==> config.mk <==
export PLATFORM = sky130hd
export DESIGN_NAME = jpeg_entropy_bit_reader
export DESIGN_NICKNAME = d
export VERILOG_FILES = /design/src/rtl/jpeg_entropy_bit_reader.sv
export SDC_FILE = /design/constraint.sdc
export NUM_CORES = 1
export LEC_CHECK = 0
export ABC_AREA = 1
export CAP_MARGIN = 30
export CORE_UTILIZATION = 53
export DETAILED_ROUTE_END_ITERATION = 6
export PLACE_DENSITY_LB_ADDON = 0.05
export RECOVER_POWER = 25
export SLEW_MARGIN = 20
export SYNTH_ARGS = -nofsm -noshare
export SYNTH_HDL_FRONTEND = slang
export SYNTH_SLANG_ARGS = --single-unit
==> constraint.sdc <==
create_clock -name clk -period 2.7 [get_ports clk]
set_input_delay 0.27 -clock clk [delete_from_list [all_inputs] [get_ports clk]]
set_output_delay 0.27 -clock clk [all_outputs]
set_load 0.02 [all_outputs]
==> src/rtl/jpeg_entropy_bit_reader.sv <==
// JPEG scan bit reader: strips 0xFF00 stuffing, halts on markers and presents an
// MSB-first bit window that the Huffman decoder consumes a variable number of bits from.
module jpeg_entropy_bit_reader #(
    parameter int BUF_W = 32,
    parameter int WIN_W = 16,
    localparam int CL_W   = $clog2(WIN_W + 1),
    localparam int FILL_W = $clog2(BUF_W + 1)
) (
    input  logic              clk,
    input  logic              rst,
    input  logic              in_valid,
    input  logic [7:0]        in_data,
    output logic              in_ready,
    input  logic              cons_valid,
    input  logic [CL_W-1:0]   cons_len,
    output logic [WIN_W-1:0]  win,
    output logic [FILL_W-1:0] fill,
    output logic              marker_valid,
    output logic [7:0]        marker_code,
    input  logic              marker_ack,
    input  logic              flush,
    output logic              err_underflow
);

    typedef enum logic [1:0] {ST_NORMAL, ST_GOT_FF, ST_MARKER} state_t;

    state_t              state_q, state_d;
    logic [BUF_W-1:0]    bits_q, bits_d, shifted;
    logic [FILL_W-1:0]   fill_q, fill_d, fill_mid;
    logic                mv_q, mv_d;
    logic [7:0]          code_q, code_d;
    logic                err_q, err_d;
    logic                accept, append, cons_ok, underflow;
    logic [7:0]          app_byte;

    // Handshakes: a byte transfers on a cycle where in_valid && in_ready; in_ready
    // depends only on registered state/fill (and is held low during reset).
    assign in_ready = !rst && (state_q != ST_MARKER) && (fill_q <= FILL_W'(BUF_W - 8));
    assign accept   = in_valid && in_ready;

    always_comb begin
        state_d  = state_q;
        mv_d     = mv_q;
        code_d   = code_q;
        append   = 1'b0;
        app_byte = in_data;
        case (state_q)
            ST_NORMAL: begin
                if (accept) begin
                    if (in_data == 8'hFF) state_d = ST_GOT_FF;
                    else                  append  = 1'b1;
                end
            end
            ST_GOT_FF: begin
                if (accept) begin
                    if (in_data == 8'h00) begin
                        append   = 1'b1;
                        app_byte = 8'hFF;
                        state_d  = ST_NORMAL;
                    end else if (in_data != 8'hFF) begin
                        code_d  = in_data;
                        mv_d    = 1'b1;
                        state_d = ST_MARKER;
                    end
                end
            end
            ST_MARKER: begin
                if (marker_ack) begin
                    mv_d    = 1'b0;
                    state_d = ST_NORMAL;
                end
            end
            default: state_d = ST_NORMAL;
        endcase

        // Consume first, then the new byte lands directly below what remains.
        cons_ok   = cons_valid && (FILL_W'(cons_len) <= fill_q);
        underflow = cons_valid && (FILL_W'(cons_len) > fill_q);
        shifted   = cons_ok ? (bits_q << cons_len) : bits_q;
        fill_mid  = cons_ok ? (fill_q - FILL_W'(cons_len)) : fill_q;
        bits_d    = shifted | (append ? ({app_byte, {(BUF_W-8){1'b0}}} >> fill_mid) : '0);
        fill_d    = fill_mid + (append ? FILL_W'(8) : '0);
        err_d     = err_q | underflow;
    end

    always_ff @(posedge clk or posedge rst) begin
        if (rst) begin
            state_q <= ST_NORMAL;
            bits_q  <= '0;
            fill_q  <= '0;
            mv_q    <= 1'b0;
            code_q  <= 8'h00;
            err_q   <= 1'b0;
        end else if (flush) begin
            // marker_code is deliberately kept across a flush
            state_q <= ST_NORMAL;
            bits_q  <= '0;
            fill_q  <= '0;
            mv_q    <= 1'b0;
            err_q   <= 1'b0;
        end else begin
            state_q <= state_d;
            bits_q  <= bits_d;
            fill_q  <= fill_d;
            mv_q    <= mv_d;
            code_q  <= code_d;
            err_q   <= err_d;
        end
    end

    assign win           = bits_q[BUF_W-1 -: WIN_W];
    assign fill          = fill_q;
    assign marker_valid  = mv_q;
    assign marker_code   = code_q;
    assign err_underflow = err_q;

endmodule

# Word level (Yosys, flattened, before mapping)
# Index checks and enable logic that the tools add are counted.
# classes
n_addsub,2
order_cmp,3
n_eq_ne,12
shifts,2
n_mux,29
bitwise_logic,4
n_reduce_logical,12
# ops
op,n
32-bit 2-to-1 mux,3
32-bit bitwise OR,1
32-bit by 5-bit << shifter with 32-bit output,1
32-bit by 6-bit right shift with 32-bit output,1
8-bit 2-to-1 mux,3
"3-bit != test, second input constant",6
5-bit AND reduction,3
2-bit 2-to-1 mux,7
6-bit 2-to-1 mux,2
1-bit 2-to-1 mux,10
"8-bit equality test, second input constant",1
8-bit logical NOT,1
"8-bit != test, second input constant",1
6-bit by 4-bit adder with 6-bit output,1
5-bit by 6-bit > comparator with 1-bit output,1
5-bit by 6-bit less-or-equal comparator with 1-bit output,1
"6-bit by 5-bit less-or-equal comparator with 1-bit output, second input constant",1
2-bit case mux with 3 select lines,1
6-bit by 5-bit subtractor with 6-bit output,1
1-bit logical AND,5
4-bit 2-to-1 mux,1
"4-bit != test, second input constant",1
1-bit case mux with 2 select lines,2
3-bit nonzero test,1
other kinds (7),8
# word_totals
ff_bits,50
in_bits,19
output_inout_bits,33
word_cells,70

# Depth between registers and ports, before layout
# Gate-level depths: netlist of the first run.
# depth
depth_word,10
ltp_mapped,21
ltp_nobuf,20

# Worst setup path before layout of the first run
# No wires, ideal clock.
# synth_timing
path_kind,input-to-reg
from,input cons_len[2]
to,register fill_q[5] (netlist: fill[5])
setup_ns,0.132
arrival_time_ns,2.882
required_ns,2.568
path_slack_ns,-0.313
cell_stages,19
n_path_buf,4
path_cell_list,clkbuf_1 -> inv_1 -> clkbuf_1 -> buf_2 -> ha_1 -> nand2_1 -> nor2_1 -> nand2_1 -> nand3_2 -> nand2_4 -> inv_4 -> nand2_1 -> o21ai_4 -> inv_1 -> buf_2 -> ha_1 -> ha_1 -> xor2_1 -> nor2_1
# synth_via
elab_chain_cells,5
word_cells_on_any_way,6
classes_between,add/sub (2); order compare (1); mux (2); reduce/logical (1)
# synth_lines
item,line,text
"start, declared",15,"input logic [CL_W-1:0] cons_len,"
5-bit by 6-bit less-or-equal comparator with 1-bit output,77,cons_ok = cons_valid && (FILL_W'(cons_len) <= fill_q);
1-bit logical AND,77,
6-bit 2-to-1 mux *,80,fill_mid = cons_ok ? (fill_q - FILL_W'(cons_len)) : fill_q;
6-bit by 4-bit adder with 6-bit output *,82,fill_d = fill_mid + (append ? FILL_W'(8) : '0);
6-bit 2-to-1 mux *,94,end else if (flush) begin
"end signal, assigned",104,fill_q <= fill_d;
"end, declared",29,"logic [FILL_W-1:0] fill_q, fill_d, fill_mid;"
# Mark *: on every way between the ends. The rest lies on a longest branch, timed or not.
# A chain may end at the register's enable or synchronous reset.

# Final worst setup path of the first run
# layout_timing
from,register fill_q[0] (netlist: fill[0])
to,register bits_q[8]
# layout_via
elab_chain_cells,9
word_cells_on_any_way,17
classes_between,add/sub (1); order compare (2); shift (1); mux (9); bitwise (1); reduce/logical (3)
# layout_lines
item,line,text
6-bit by 5-bit less-or-equal comparator with 1-bit output,38,assign in_ready = !rst && (state_q != ST_MARKER) && (fill_q <= FILL_W'(BUF_W - 8));
1-bit logical AND,38,
1-bit logical AND,39,assign accept = in_valid && in_ready;
8-bit 2-to-1 mux,55,if (accept) begin
8-bit 2-to-1 mux,47,case (state_q)
32-bit by 6-bit right shift with 32-bit output,81,"bits_d = shifted | (append ? ({app_byte, {(BUF_W-8){1'b0}}} >> fill_mid) : '0);"
32-bit 2-to-1 mux,81,
32-bit bitwise OR *,81,
32-bit 2-to-1 mux *,94,
"end signal, assigned",103,bits_q <= bits_d;
"end, declared",28,"logic [BUF_W-1:0] bits_q, bits_d, shifted;"
# Marks and branches as above.

==> results.json, run 1 <==
{
  "grt_pass1_wl_um": 26400,
  "slew_headroom_pct": 12.6,
  "slowest_delay_ns": 0.42,
  "end_kind": "flip-flop",
  "synth.mux.area_fraction_pct": 3.49,
  "synth_xor_area_share_pct": 0.729,
  "combPwrFrac_pct": 76.6,
  "hold_violations": 0,
  "cts-hold-fix-buffers": 0,
  "grt_overflow_total": 0,
  "antenna_found_initial": 0,
  "critPathLaunchType": "flip-flop",
  "htreeDepth": 2,
  "cpMostUsedCell": "nand2_2",
  "p_clk_share_pct": 6.6,
  "die_y_um": 97.2,
  "vias_per_cell": 6.00,
  "violations": "design-rule violations, negative setup slack",
  "synthTopCellsByArea": "dfrtp_1 26%, nand2_1 18%, nand3_1 8.2%",
  "start_util_pct": 54.9,
  "routedWlPerCell_um": 18.8,
  "dp_hpwl_um": 12800,
  "synthSimpleGateAreaFrac_pct": 35.0,
  "crit_arrival_ns": 2.96,
  "io_buffers": 51,
  "layout_setup_ws_ns": -0.00785,
  "crit_type": "reg -> reg",
  "die_w_um": 97.2,
  "dpl-instance-area_um2": 5780,
  "cts_buffer_depth": 2,
  "synth_top_family_by_area": "simple AND/OR/NAND/NOR gates",
  "path_cells": "inv_2 -> ha_4 -> inv_4 -> fa_2 -> nand2_2 -> nand2_2 -> nand3_2 -> nand3_4 -> nand2_8 -> buf_6 -> buf_6 -> o21ai_4 -> inv_4 -> buf_4 -> nand3_1 -> nand2_2 -> nand3_1 -> a21oi_1",
  "grt_usage_pct": 35.1,
  "power.density_nw_per_um2": 1120,
  "maxCapViolations": 0,
  "hold_class": "reg -> reg",
  "total_power_mw": 7.34,
  "period_minus_slack_ns": 2.71,
  "yosysWarnings": 0,
  "slew_violations": 0,
  "yosys.area_share.adder_pct": 2.24,
  "io_pins": 52,
  "crit_path_top_delay_cell": "dfrtp_2",
  "synth-edff-count": 0,
  "vias": 5752,
  "wirelength_um": 18000,
  "syn2layout_area_growth_pct": 36.2,
  "synth.distinct_cells": 41,
  "status": "finished with violations",
  "drtAntennaViolNets": 0,
  "synth_top_area_cell": "dfrtp_1",
  "cts_buffers": 5,
  "cp_max_fo": 6,
  "synth_area_um2": 4810,
  "cp.required_ns": 2.95,
  "drt_iter0_drc": 623,
  "tightest_slew_ns": 1.31,
  "clk_latency_ns": 0.32,
  "syn_nets": 786,
  "fmax_mhz": 369,
  "avgSynthCellArea_um2": 6.33,
  "clk_pin_slew_ns": 0.11,
  "grt_pass1_vias": 5124,
  "sw_frac_of_total_pct": 52.2,
  "internal_power_mw": 3.51,
  "power.switching_mw": 3.83,
  "row_count": 34,
  "grt_max_degree": 51,
  "drc": 4,
  "dr.pass1.iters": 7,
  "yosysTopAreaCellShare_pct": 26.0,
  "synth_ff_type": "dfrtp_1",
  "core_area_um2": 8760,
  "layout-drive-gt1-share_pct": 26.7,
  "final_cell_area_um2": 6550,
  "synthCells": 759,
  "setup_viol": 1,
  "nets": 876,
  "gp_congestion": 0.966,
  "cellLeakagePower_nw": 2.86,
  "dieArea_um2": 9450,
  "n_antenna_cell": 0,
  "vdd_drop_max_mv": 0.998,
  "final_util_pct": 74.7,
  "synth-compound-area-share_pct": 20.9,
  "clock_skew_ns": 0.0113,
  "cts_root_buf": "clkbuf_8",
  "cts.sinks": 50,
  "cts_tree": "built",
  "timing.final.crit_share_pct": 100,
  "synth-seq-cells": 50,
  "rsz0062_at_grt": "yes",
  "ys_seq_area_share_pct": 26.0,
  "synthArstFlopShare_pct": 100,
  "p_seq_share_pct": 16.8
}
-- metal layers --
layer  GRT usage [%]  routed length, um  vias up
li1                -                  -     2722
met1            52.7               7750     2664
met2            52.3               8100      316
met3            4.68               1610       50
met4            10.6                523        0
met5               0                  0        -
-- cells in the mapped netlist (all sizes together), types with 3 or more instances --
library cell / count
nand2: 232
o21ai: 84
nand3: 82
inv: 60
nor2: 57
dfrtp: 50
a21oi: 38
buf: 36
clkbuf: 24
a22oi: 14
o221ai: 12
o211ai: 11
mux2i: 10
nand4: 8
ha: 7
mux2: 6
nor3: 6
or2: 5
xor2: 4
a31oi: 3
o22ai: 3
-- sequential cells by signal, summed over array words and instances (netlist names) --
signal	cells
state_q	2
fill	6
marker_code	8
marker_valid	1
bits_q	32
err_underflow	1
-- what timing repair did --
item | CTS | global route
endpoints found under the hold margin | 0 | 0
cloned | 0 | 4
resized for setup | 2 | 126
pin swaps | 1 | 34
buffers inserted | 0 | 11
setup endpoints to repair | 5 | 34
-- worst paths after layout --
path | from | endpoint | slack (ns) | depth (start not counted)
worst max-delay path | fill[0] | bits_q[8] | -0.008 | 18
worst max register to register | fill[0] | bits_q[8] | -0.008 | 18
max in group asynchronous | rst | fill[0] | 0.96 | 3
worst min-delay path | marker_valid | marker_valid | 0.51 | 2
min in group asynchronous | rst | err_underflow | 0.88 | 3
worst min register to register | marker_valid | marker_valid | 0.51 | 2
-- through the flow --
step | setup slack [ns] | setup TNS [ns] | cells | hold slack (ns)
2_1_floorplan | -0.0206 | -0.0206 | 759 | 0.317
6_report | -0.00785 | -0.00785 | 958 | 0.506
3_3_place_gp | -0.260 | -5.90 | 935 | 0.457
3_5_place_dp | -0.369 | -8.69 | 935 | 0.482
5_1_grt | -0.143 | -2.63 | 958 | 0.524
4_1_cts | 0.00762 | 0 | 943 | 0.508
-- power by group through the flow --
stage                     logic [mW]  registers (mW)  clock network (mW)
final                           5.62            1.23               0.487
after global routing            5.99            1.25               0.522
after CTS                       4.32            1.21               0.487
after detailed placement        4.29            1.22                   0
after global placement          4.21            1.21                   0
after floorplan                 2.65            1.26                   0
-- cell families (layout without fill, tap and decap cells) --
group | count (synthesis) | after routing
flops | 50 | 50
xor+xnor | 4 | 4
simple gates | 391 | 393
compound gates | 169 | 169
fa+ha+maj | 8 | 8
buf+inv | 121 | 210
mux | 16 | 16
-- cell type report --
type	count	area [um2]
multi-input combinational	590	3510
inverter	61	245
timing repair buffer	141	1310
sequential	50	1250
tap	108	135
fill	667	2220
clock inverter	3	26.3
clock buffer	5	68.8
-- placed cells by master, fill, tap and decap left out, drive strengths merged --
| master | netlist | final |
|---|---|---|
| xor2 | 4 | 4 |
| mux2 | 6 | 6 |
| o21a | 1 | 1 |
| inv | 60 | 62 |
| clkinv | 1 | 1 |
| a211oi | 1 | 1 |
| fa | 1 | 1 |
| nand4 | 8 | 8 |
| a21o | 1 | 1 |
| nand2 | 232 | 234 |
| dlymetal6s2s | 0 | 1 |
| o21ai | 84 | 84 |
| and2 | 1 | 1 |
| o211ai | 11 | 11 |
| a21oi | 38 | 38 |
| dlygate4sd3 | 0 | 1 |
| nand3 | 82 | 82 |
| buf | 36 | 88 |
| nor2 | 57 | 57 |
| a31oi | 3 | 3 |
| mux2i | 10 | 10 |
| clkdlybuf4s50 | 0 | 49 |
| o2111ai | 1 | 1 |
| nor3 | 6 | 6 |
| o22ai | 3 | 3 |
| clkinvlp | 0 | 1 |
| ha | 7 | 7 |
| a22oi | 14 | 14 |
| clkbuf | 24 | 7 |
| or2 | 5 | 5 |
| dfrtp | 50 | 50 |
| o221ai | 12 | 12 |
-- worst max-delay path, delay by kind of cell, from the launching register on --
kind / cells / cell delay, ns
and+or+nand+nor: 8 / 0.82
buffers and inverters: 6 / 0.63
adders and majority gates: 2 / 0.53
DFF: 1 / 0.42
AOI/OAI and AO/OA: 2 / 0.25
(Power assumes the default switching activity.)
==> run 2, diff against run 1 <==
Settings changed: CAP_MARGIN 30 to 20, SLEW_MARGIN 20 to 40.
==> results of run 2 <==
Final layout, timing and power as in run 1 (identical DEF).
